[config.mk]
export PLATFORM = sky130hd
export DESIGN_NAME = systolic_operand_feeder_flat
export DESIGN_NICKNAME = d
export VERILOG_FILES = /design/src/rtl/systolic_operand_feeder_if.sv /design/src/rtl/systolic_operand_feeder.sv /design/src/flat_wrapper.sv
export SDC_FILE = /design/constraint.sdc
export NUM_CORES = 1
export LEC_CHECK = 0
export BUFFER_PORTS_ARGS = -buffer_cell sky130_fd_sc_hd__clkbuf_2
export CAP_MARGIN = 20
export CORE_UTILIZATION = 67
export CTS_CLUSTER_DIAMETER = 150
export DETAILED_ROUTE_END_ITERATION = 6
export GPL_TIMING_DRIVEN = 0
export PLACE_DENSITY = 0.85
export SLEW_MARGIN = 30
export SYNTH_ARGS = -nofsm -noshare
export SYNTH_HDL_FRONTEND = slang
export SYNTH_SLANG_ARGS = --single-unit
export TNS_END_PERCENT = 5
[constraint.sdc]
create_clock -name clk -period 9 [get_ports clk]
set_clock_uncertainty 0.05 [all_clocks]
set_input_delay 1.8 -clock clk [delete_from_list [all_inputs] [get_ports clk]]
set_output_delay 1.8 -clock clk [all_outputs]
set_load 0.01 [all_outputs]
[src/rtl/systolic_operand_feeder_if.sv]
// Operand write channel into the systolic operand feeder (one A column + one B row per beat).
// Ports: wr_valid, wr_a, wr_b driven by the producer; wr_ready returned by the feeder.
// A beat transfers on wr_valid && wr_ready; the feeder holds wr_ready low outside tile loading.
interface systolic_operand_feeder_if #(
  parameter int N = 4
);
  logic           wr_valid;
  logic           wr_ready;
  logic [N*8-1:0] wr_a;
  logic [N*8-1:0] wr_b;

  modport master (output wr_valid, output wr_a, output wr_b, input wr_ready);
  modport slave  (input wr_valid, input wr_a, input wr_b, output wr_ready);
endinterface

[src/rtl/systolic_operand_feeder.sv]
// Buffers K operand beats, then streams skewed A/B lanes and diagonal push strobes into an NxN systolic array.
// Latency: first STREAM cycle follows the edge accepting the last beat; STREAM is k_len+2N-2 cycles, then a 1-cycle done.
// Backpressure: wr_ready is high only while loading; start is ignored unless idle with 1 <= k_len <= DEPTH.
// Ports: clk, reset (async active-low), start/k_len, wr (operand channel), a_out/b_out/push_diag, busy, done.
// Optional: FEEDER_TILE_CNT_EN adds a 16-bit wrapping tile_cnt output counting completed tiles.
module systolic_operand_feeder #(
  parameter int N     = 4,
  parameter int DEPTH = 16
) (
  input  logic                      clk,
  input  logic                      reset,
  input  logic                      start,
  input  logic [4:0]                k_len,
  systolic_operand_feeder_if.slave  wr,
  output logic [N*8-1:0]            a_out,
  output logic [N*8-1:0]            b_out,
  output logic [2*N-2:0]            push_diag,
  output logic                      busy,
  output logic                      done
`ifdef FEEDER_TILE_CNT_EN
  ,
  output logic [15:0]               tile_cnt
`endif
);

  localparam int KW = 5;
  localparam int AW = (DEPTH > 1) ? $clog2(DEPTH) : 1;
  localparam int SW = $clog2(DEPTH + 2*N);
  localparam logic [KW-1:0] DEPTH_K  = KW'(DEPTH);
  // Last stream index is k_len + 2N - 3; the offset part is a constant.
  localparam logic [SW-1:0] LAST_OFS = SW'(2*N - 3);

  typedef enum logic [1:0] {IDLE, LOAD, STREAM, DONE} state_t;

  state_t         state, state_nxt;
  logic [KW-1:0]  k_q, k_nxt;
  logic [KW-1:0]  wptr, wptr_nxt;
  logic [SW-1:0]  s, s_nxt;
  logic [N*8-1:0] a_nxt, b_nxt;
  logic [2*N-2:0] push_nxt;
  logic           wr_fire;

  logic [N*8-1:0] mem_a [DEPTH];
  logic [N*8-1:0] mem_b [DEPTH];

  assign wr.wr_ready = (state == LOAD);
  assign wr_fire     = wr.wr_valid && wr.wr_ready;
  assign busy        = (state == LOAD) || (state == STREAM);
  assign done        = (state == DONE);

  // State register plus registered array-facing outputs.
  always_ff @(posedge clk or negedge reset) begin
    if (!reset) begin
      state     <= IDLE;
      k_q       <= '0;
      wptr      <= '0;
      s         <= '0;
      a_out     <= '0;
      b_out     <= '0;
      push_diag <= '0;
    end else begin
      state     <= state_nxt;
      k_q       <= k_nxt;
      wptr      <= wptr_nxt;
      s         <= s_nxt;
      a_out     <= a_nxt;
      b_out     <= b_nxt;
      push_diag <= push_nxt;
    end
  end

  // Operand buffer: no reset needed, entries are only read below the current tile's k_len.
  always_ff @(posedge clk) begin
    if (wr_fire) begin
      mem_a[wptr[AW-1:0]] <= wr.wr_a;
      mem_b[wptr[AW-1:0]] <= wr.wr_b;
    end
  end

  // Next-state logic.
  always_comb begin
    state_nxt = state;
    k_nxt     = k_q;
    wptr_nxt  = wptr;
    s_nxt     = s;
    case (state)
      IDLE: begin
        if (start && (k_len != '0) && (k_len <= DEPTH_K)) begin
          state_nxt = LOAD;
          k_nxt     = k_len;
          wptr_nxt  = '0;
          s_nxt     = '0;
        end
      end
      LOAD: begin
        if (wr_fire) begin
          wptr_nxt = wptr + KW'(1);
          if (wptr + KW'(1) == k_q) begin
            state_nxt = STREAM;
            s_nxt     = '0;
          end
        end
      end
      STREAM: begin
        if (s == SW'(k_q) + LAST_OFS) begin
          state_nxt = DONE;
          s_nxt     = '0;
        end else begin
          s_nxt = s + SW'(1);
        end
      end
      DONE:    state_nxt = IDLE;
      default: state_nxt = IDLE;
    endcase
  end

  // Output logic, computed for the upcoming cycle so the outputs can be registered.
  // The beat accepted on the LOAD->STREAM edge is not yet in the buffer, so it is
  // forwarded straight from the write channel (only matters for k_len == 1).
  always_comb begin
    a_nxt    = '0;
    b_nxt    = '0;
    push_nxt = '0;
    if (state_nxt == STREAM) begin
      for (int i = 0; i < N; i++) begin
        if ((int'(s_nxt) >= i) && (int'(s_nxt) - i < int'(k_nxt))) begin
          if (wr_fire && (int'(wptr) == int'(s_nxt) - i)) begin
            a_nxt[8*i +: 8] = wr.wr_a[8*i +: 8];
            b_nxt[8*i +: 8] = wr.wr_b[8*i +: 8];
          end else begin
            a_nxt[8*i +: 8] = mem_a[AW'(int'(s_nxt) - i)][8*i +: 8];
            b_nxt[8*i +: 8] = mem_b[AW'(int'(s_nxt) - i)][8*i +: 8];
          end
        end
      end
      // Diagonal d sees its first product (k = 0) at stream index d.
      for (int d = 0; d < 2*N-1; d++) begin
        push_nxt[d] = (int'(s_nxt) == d);
      end
    end
  end

`ifdef FEEDER_TILE_CNT_EN
  always_ff @(posedge clk or negedge reset) begin
    if (!reset) begin
      tile_cnt <= '0;
    end else if (state == DONE) begin
      tile_cnt <= tile_cnt + 16'd1;
    end
  end
`endif

endmodule
[src/flat_wrapper.sv]
// flat-port wrapper written by rule: the top's interface ports become plain ports
module systolic_operand_feeder_flat 
#(
  parameter int N     = 4,
  parameter int DEPTH = 16
)
  (clk, reset, start, k_len, a_out, b_out, push_diag, busy, done, wr_wr_valid, wr_wr_a, wr_wr_b, wr_wr_ready);
  systolic_operand_feeder_if #(.N(N)) wr_i ();
  input  logic clk;
  input  logic reset;
  input  logic start;
  input  logic [4:0] k_len;
  output logic [N*8-1:0] a_out;
  output logic [N*8-1:0] b_out;
  output logic [2*N-2:0] push_diag;
  output logic busy;
  output logic done;
  input wire logic [$bits(wr_i.wr_valid)-1:0] wr_wr_valid;
  input wire logic [$bits(wr_i.wr_a)-1:0] wr_wr_a;
  input wire logic [$bits(wr_i.wr_b)-1:0] wr_wr_b;
  output wire logic [$bits(wr_i.wr_ready)-1:0] wr_wr_ready;
  assign wr_i.wr_valid = wr_wr_valid;
  assign wr_i.wr_a = wr_wr_a;
  assign wr_i.wr_b = wr_wr_b;
  assign wr_wr_ready = wr_i.wr_ready;
  systolic_operand_feeder #(.N(N), .DEPTH(DEPTH)) u_core (.clk(clk), .reset(reset), .start(start), .k_len(k_len), .wr(wr_i), .a_out(a_out), .b_out(b_out), .push_diag(push_diag), .busy(busy), .done(done));
endmodule
==> run metrics <==
Fin. Hold Viols=0; vias per cell=7.30; RSZ-0062 raised after global routing=false; row count=94; layout cell share with drive strength beyond 1=0.201; syn_area_per_cell=17.0 um^2; CTS buffer count=105; I/O Pins=147; power per cell area=270 nW/um^2; IO buf count=145; Skew-Pair Late Insertion Delay=680 ps; DRC=0; critical path type=in2reg; Min-Delay Path Class=reg2reg; DRT Pass-1 Iters=6; Die Height=260 um; Die W=260 um; cells on worst reg2reg path=21; pin count of the biggest net entering global routing=68; asr flop ratio synth=0.0791; YS warnings=0; vias in the first global route=28400; Clock Pin Slew Worst Setup and Hold Paths=60 ps; P&R area growth vs syn=13.7%; Syn Inst Count=2632; FMAX=0.118 GHz; crit path DAT=8960 ps; post-route setup slack=541 ps; CP max FO=15; global placer's final weighted congestion=0.931; peak supply drop=0.190 mV; Setup WS pre-CTS=-457 ps; Total Routing Usage GR=0.379; initial antenna violation count=5; Final Max Tran Viols=0; Congestion Overflow GR=0; final non-filler cell total=3870; final setup vio count=0; post-route ant nets=0; fin crit share=0.940; LEAKAGE=17.5 nW; DP Cell Count=3674; sequential share of the synthesized area=0.737; Max H-tree Level=3; Slew HR=0.292; count of flip-flops with a built-in enable after synthesis=1024; Clock Sinks=1112; max-cap check violation count=0; Starting Density=0.679; number of DRC markers in iteration 0=4640; Yosys cell types=80; Setup crit end kind=register; Synthesized Nets=2740; Main synth FF type=edfxtp_1; DR WL/cell=32.7 um; clk buf depth=3; Worst EP required=9500 ps; DR vias=28300; Root Buffer=clkbuf_16; fin crit period=8460 ps; Mapped Area=44700 um^2; Total Nets Final=3023; first-pass GRT wire length=183000 um; worst-margin pin slew=1060 ps; Startpoint Class=input port; hpwl dp=74900 um; die area=67700 um^2; overall routed net length=126000 um; Core Area=65900 um^2; Yosys reg bits=1112; hold-critical path depth=2; status=complete, no violations; CTS tree=yes
-- cell usage in the layout, fill, tap and decap left out, types with 6 or more instances in the layout --
master	Yosys	layout
a21o_1	8	8
clkbuf_1	94	116
bufinv_16	0	10
a32o_1	15	15
o21ai_1	12	11
clkinv_1	0	13
mux2i_1	52	52
nor2b_1	19	19
inv_1	21	21
a311oi_1	31	31
and2_4	0	12
xor2_1	6	6
buf_12	0	29
and3_1	102	99
buf_2	37	37
a211o_1	20	20
clkinv_2	0	16
nor2_1	13	12
a221oi_1	32	32
xnor2_1	17	16
nand3_1	94	94
o22ai_1	16	16
o21ai_0	17	17
ha_1	35	35
edfxtp_1	1024	1024
and2_1	22	10
nor3_1	23	23
nand2_1	368	368
clkbuf_2	1	149
clkbuf_16	0	107
mux4_2	159	159
a211oi_1	105	105
a31oi_1	53	53
dfrtp_1	88	88
buf_6	13	13
clkbuf_8	0	14
a21oi_1	34	33
buf_1	16	13
-- per-layer routing --
layer | share of wire | routed length [um] | GRT usage | vias up
met3 | 0.12 | 15600 | 0.0810 | 542
met4 | 0.055 | 6920 | 0.202 | 8
li1 | - | - | - | 11100
met1 | 0.33 | 41200 | 0.482 | 13900
met2 | 0.50 | 62700 | 0.620 | 2751
met5 | 0.00039 | 49 | 0 | -
-- per-stage QoR --
stage	hold WS [ps]	setup TNS, ps	power, W	utilization	cell area (um^2)
2_1_floorplan	501	0	0.00808	-	44700
3_3_place_gp	513	-5950	0.00895	0.706	46500
3_5_place_dp	559	-4840	0.00914	0.718	47300
4_1_cts	568	0	0.0137	0.771	50800
5_1_grt	601	0	0.0140	0.772	50800
6_report	580	0	0.0137	0.772	50800
-- cell families after synthesis --
family	after synthesis	share of synthesized area
mux	216	0.0934
simple gates	673	0.0708
fa+ha+maj	35	0.00980
compound gates	382	0.0636
xor+xnor	26	0.00574
buf+inv	188	0.0194
flops	1112	0.737
-- synthesized netlist by cell type (5+ instances only) --
master / n / area share
a211oi_1: 105 / 0.018
a22o_1: 5 / 0.00098
and3_1: 102 / 0.014
ha_1: 35 / 0.0098
xor2_1: 6 / 0.0012
buf_2: 37 / 0.0041
buf_1: 16 / 0.0013
clkbuf_1: 94 / 0.0079
inv_1: 21 / 0.0018
a32o_1: 15 / 0.0034
o21ai_0: 17 / 0.0019
a21o_1: 8 / 0.0013
xnor2_1: 17 / 0.0033
edfxtp_1: 1024 / 0.69
o22ai_1: 16 / 0.0022
a31oi_1: 53 / 0.0074
o21ai_1: 12 / 0.0013
nor3_1: 23 / 0.0026
nand2_1: 368 / 0.031
nor2b_1: 19 / 0.0027
nor2_1: 13 / 0.0011
a211o_1: 20 / 0.0039
and2_1: 22 / 0.0031
mux4_2: 159 / 0.080
nand3_1: 94 / 0.011
a311oi_1: 31 / 0.0061
or2_2: 5 / 0.00070
mux2i_1: 52 / 0.012
buf_6: 13 / 0.0033
dfrtp_1: 88 / 0.049
a221oi_1: 32 / 0.0063
a21oi_1: 34 / 0.0038
-- registers in the layout (all words and copies together) (netlist names) --
name              count
u_core.a_out         32
u_core.b_out         32
u_core.k_q            5
u_core.mem_a        512
u_core.mem_b        512
u_core.push_diag      7
u_core.s              5
u_core.state          2
u_core.wptr           5
-- worst max-delay path: stages --
cell and delay [ps]:
buf_2 190, nand2_1 240, nor3_1 380, a21boi_1 260
o31ai_1 820, nand2_1 300, inv_2 290, buf_2 340
buf_2 320, buf_2 410, ha_1 330, a21oi_2 110
xnor2_2 700, buf_2 480, ha_1 310, a211oi_1 520
o311ai_4 290, clkbuf_1 430, a21oi_1 390
-- area by class of cell --
cell class / instances / area [um^2]
Timing Repair Buffer: 178 / 1430
Clock buffer: 146 / 2950
Sequential cell: 1112 / 33000
Inverter: 23 / 88.8
Fill cell: 3371 / 15000
Antenna cell: 1 / 2.50
Multi-Input combinational cell: 1332 / 11000
Buffer: 163 / 783
Clock inverter: 51 / 558
Tap cell: 864 / 1080
-- power by group --
part / switching [W] / total [W] / leakage (nW) / internal, W
clock network: 0.00193 / 0.00451 / 1.72 / 0.00259
logic: 0.00199 / 0.00325 / 5.31 / 0.00125
registers: 0.0000938 / 0.00597 / 10.4 / 0.00588
total: 0.00402 / 0.0137 / 17.5 / 0.00972
-- worst paths after layout --
| check | slack [ps] | end | from |
|---|---|---|---|
| max | 540 | u_core.a_out[14]$_DFF_PN0_ | wr_wr_valid |
| min | 580 | u_core.state[1]$_DFF_PN0_ | u_core.state[1]$_DFF_PN0_ |
| max reg2reg | 780 | u_core.a_out[25]$_DFF_PN0_ | u_core.wptr[0]$_DFFE_PN0P_ |
| min reg2reg | 580 | u_core.state[1]$_DFF_PN0_ | u_core.state[1]$_DFF_PN0_ |
| max in group asynchronous | 7220 | u_core.b_out[29]$_DFF_PN0_ | reset |
| min in group asynchronous | 960 | u_core.a_out[20]$_DFF_PN0_ | reset |
-- timing repair --
action / in CTS / in global routing
setup endpoints to repair: 0 / 23
hold buffers: 0 / 0
setup buffers: 0 / 0
resized for setup: 0 / 5
Power figures use the tool's default switching activity.
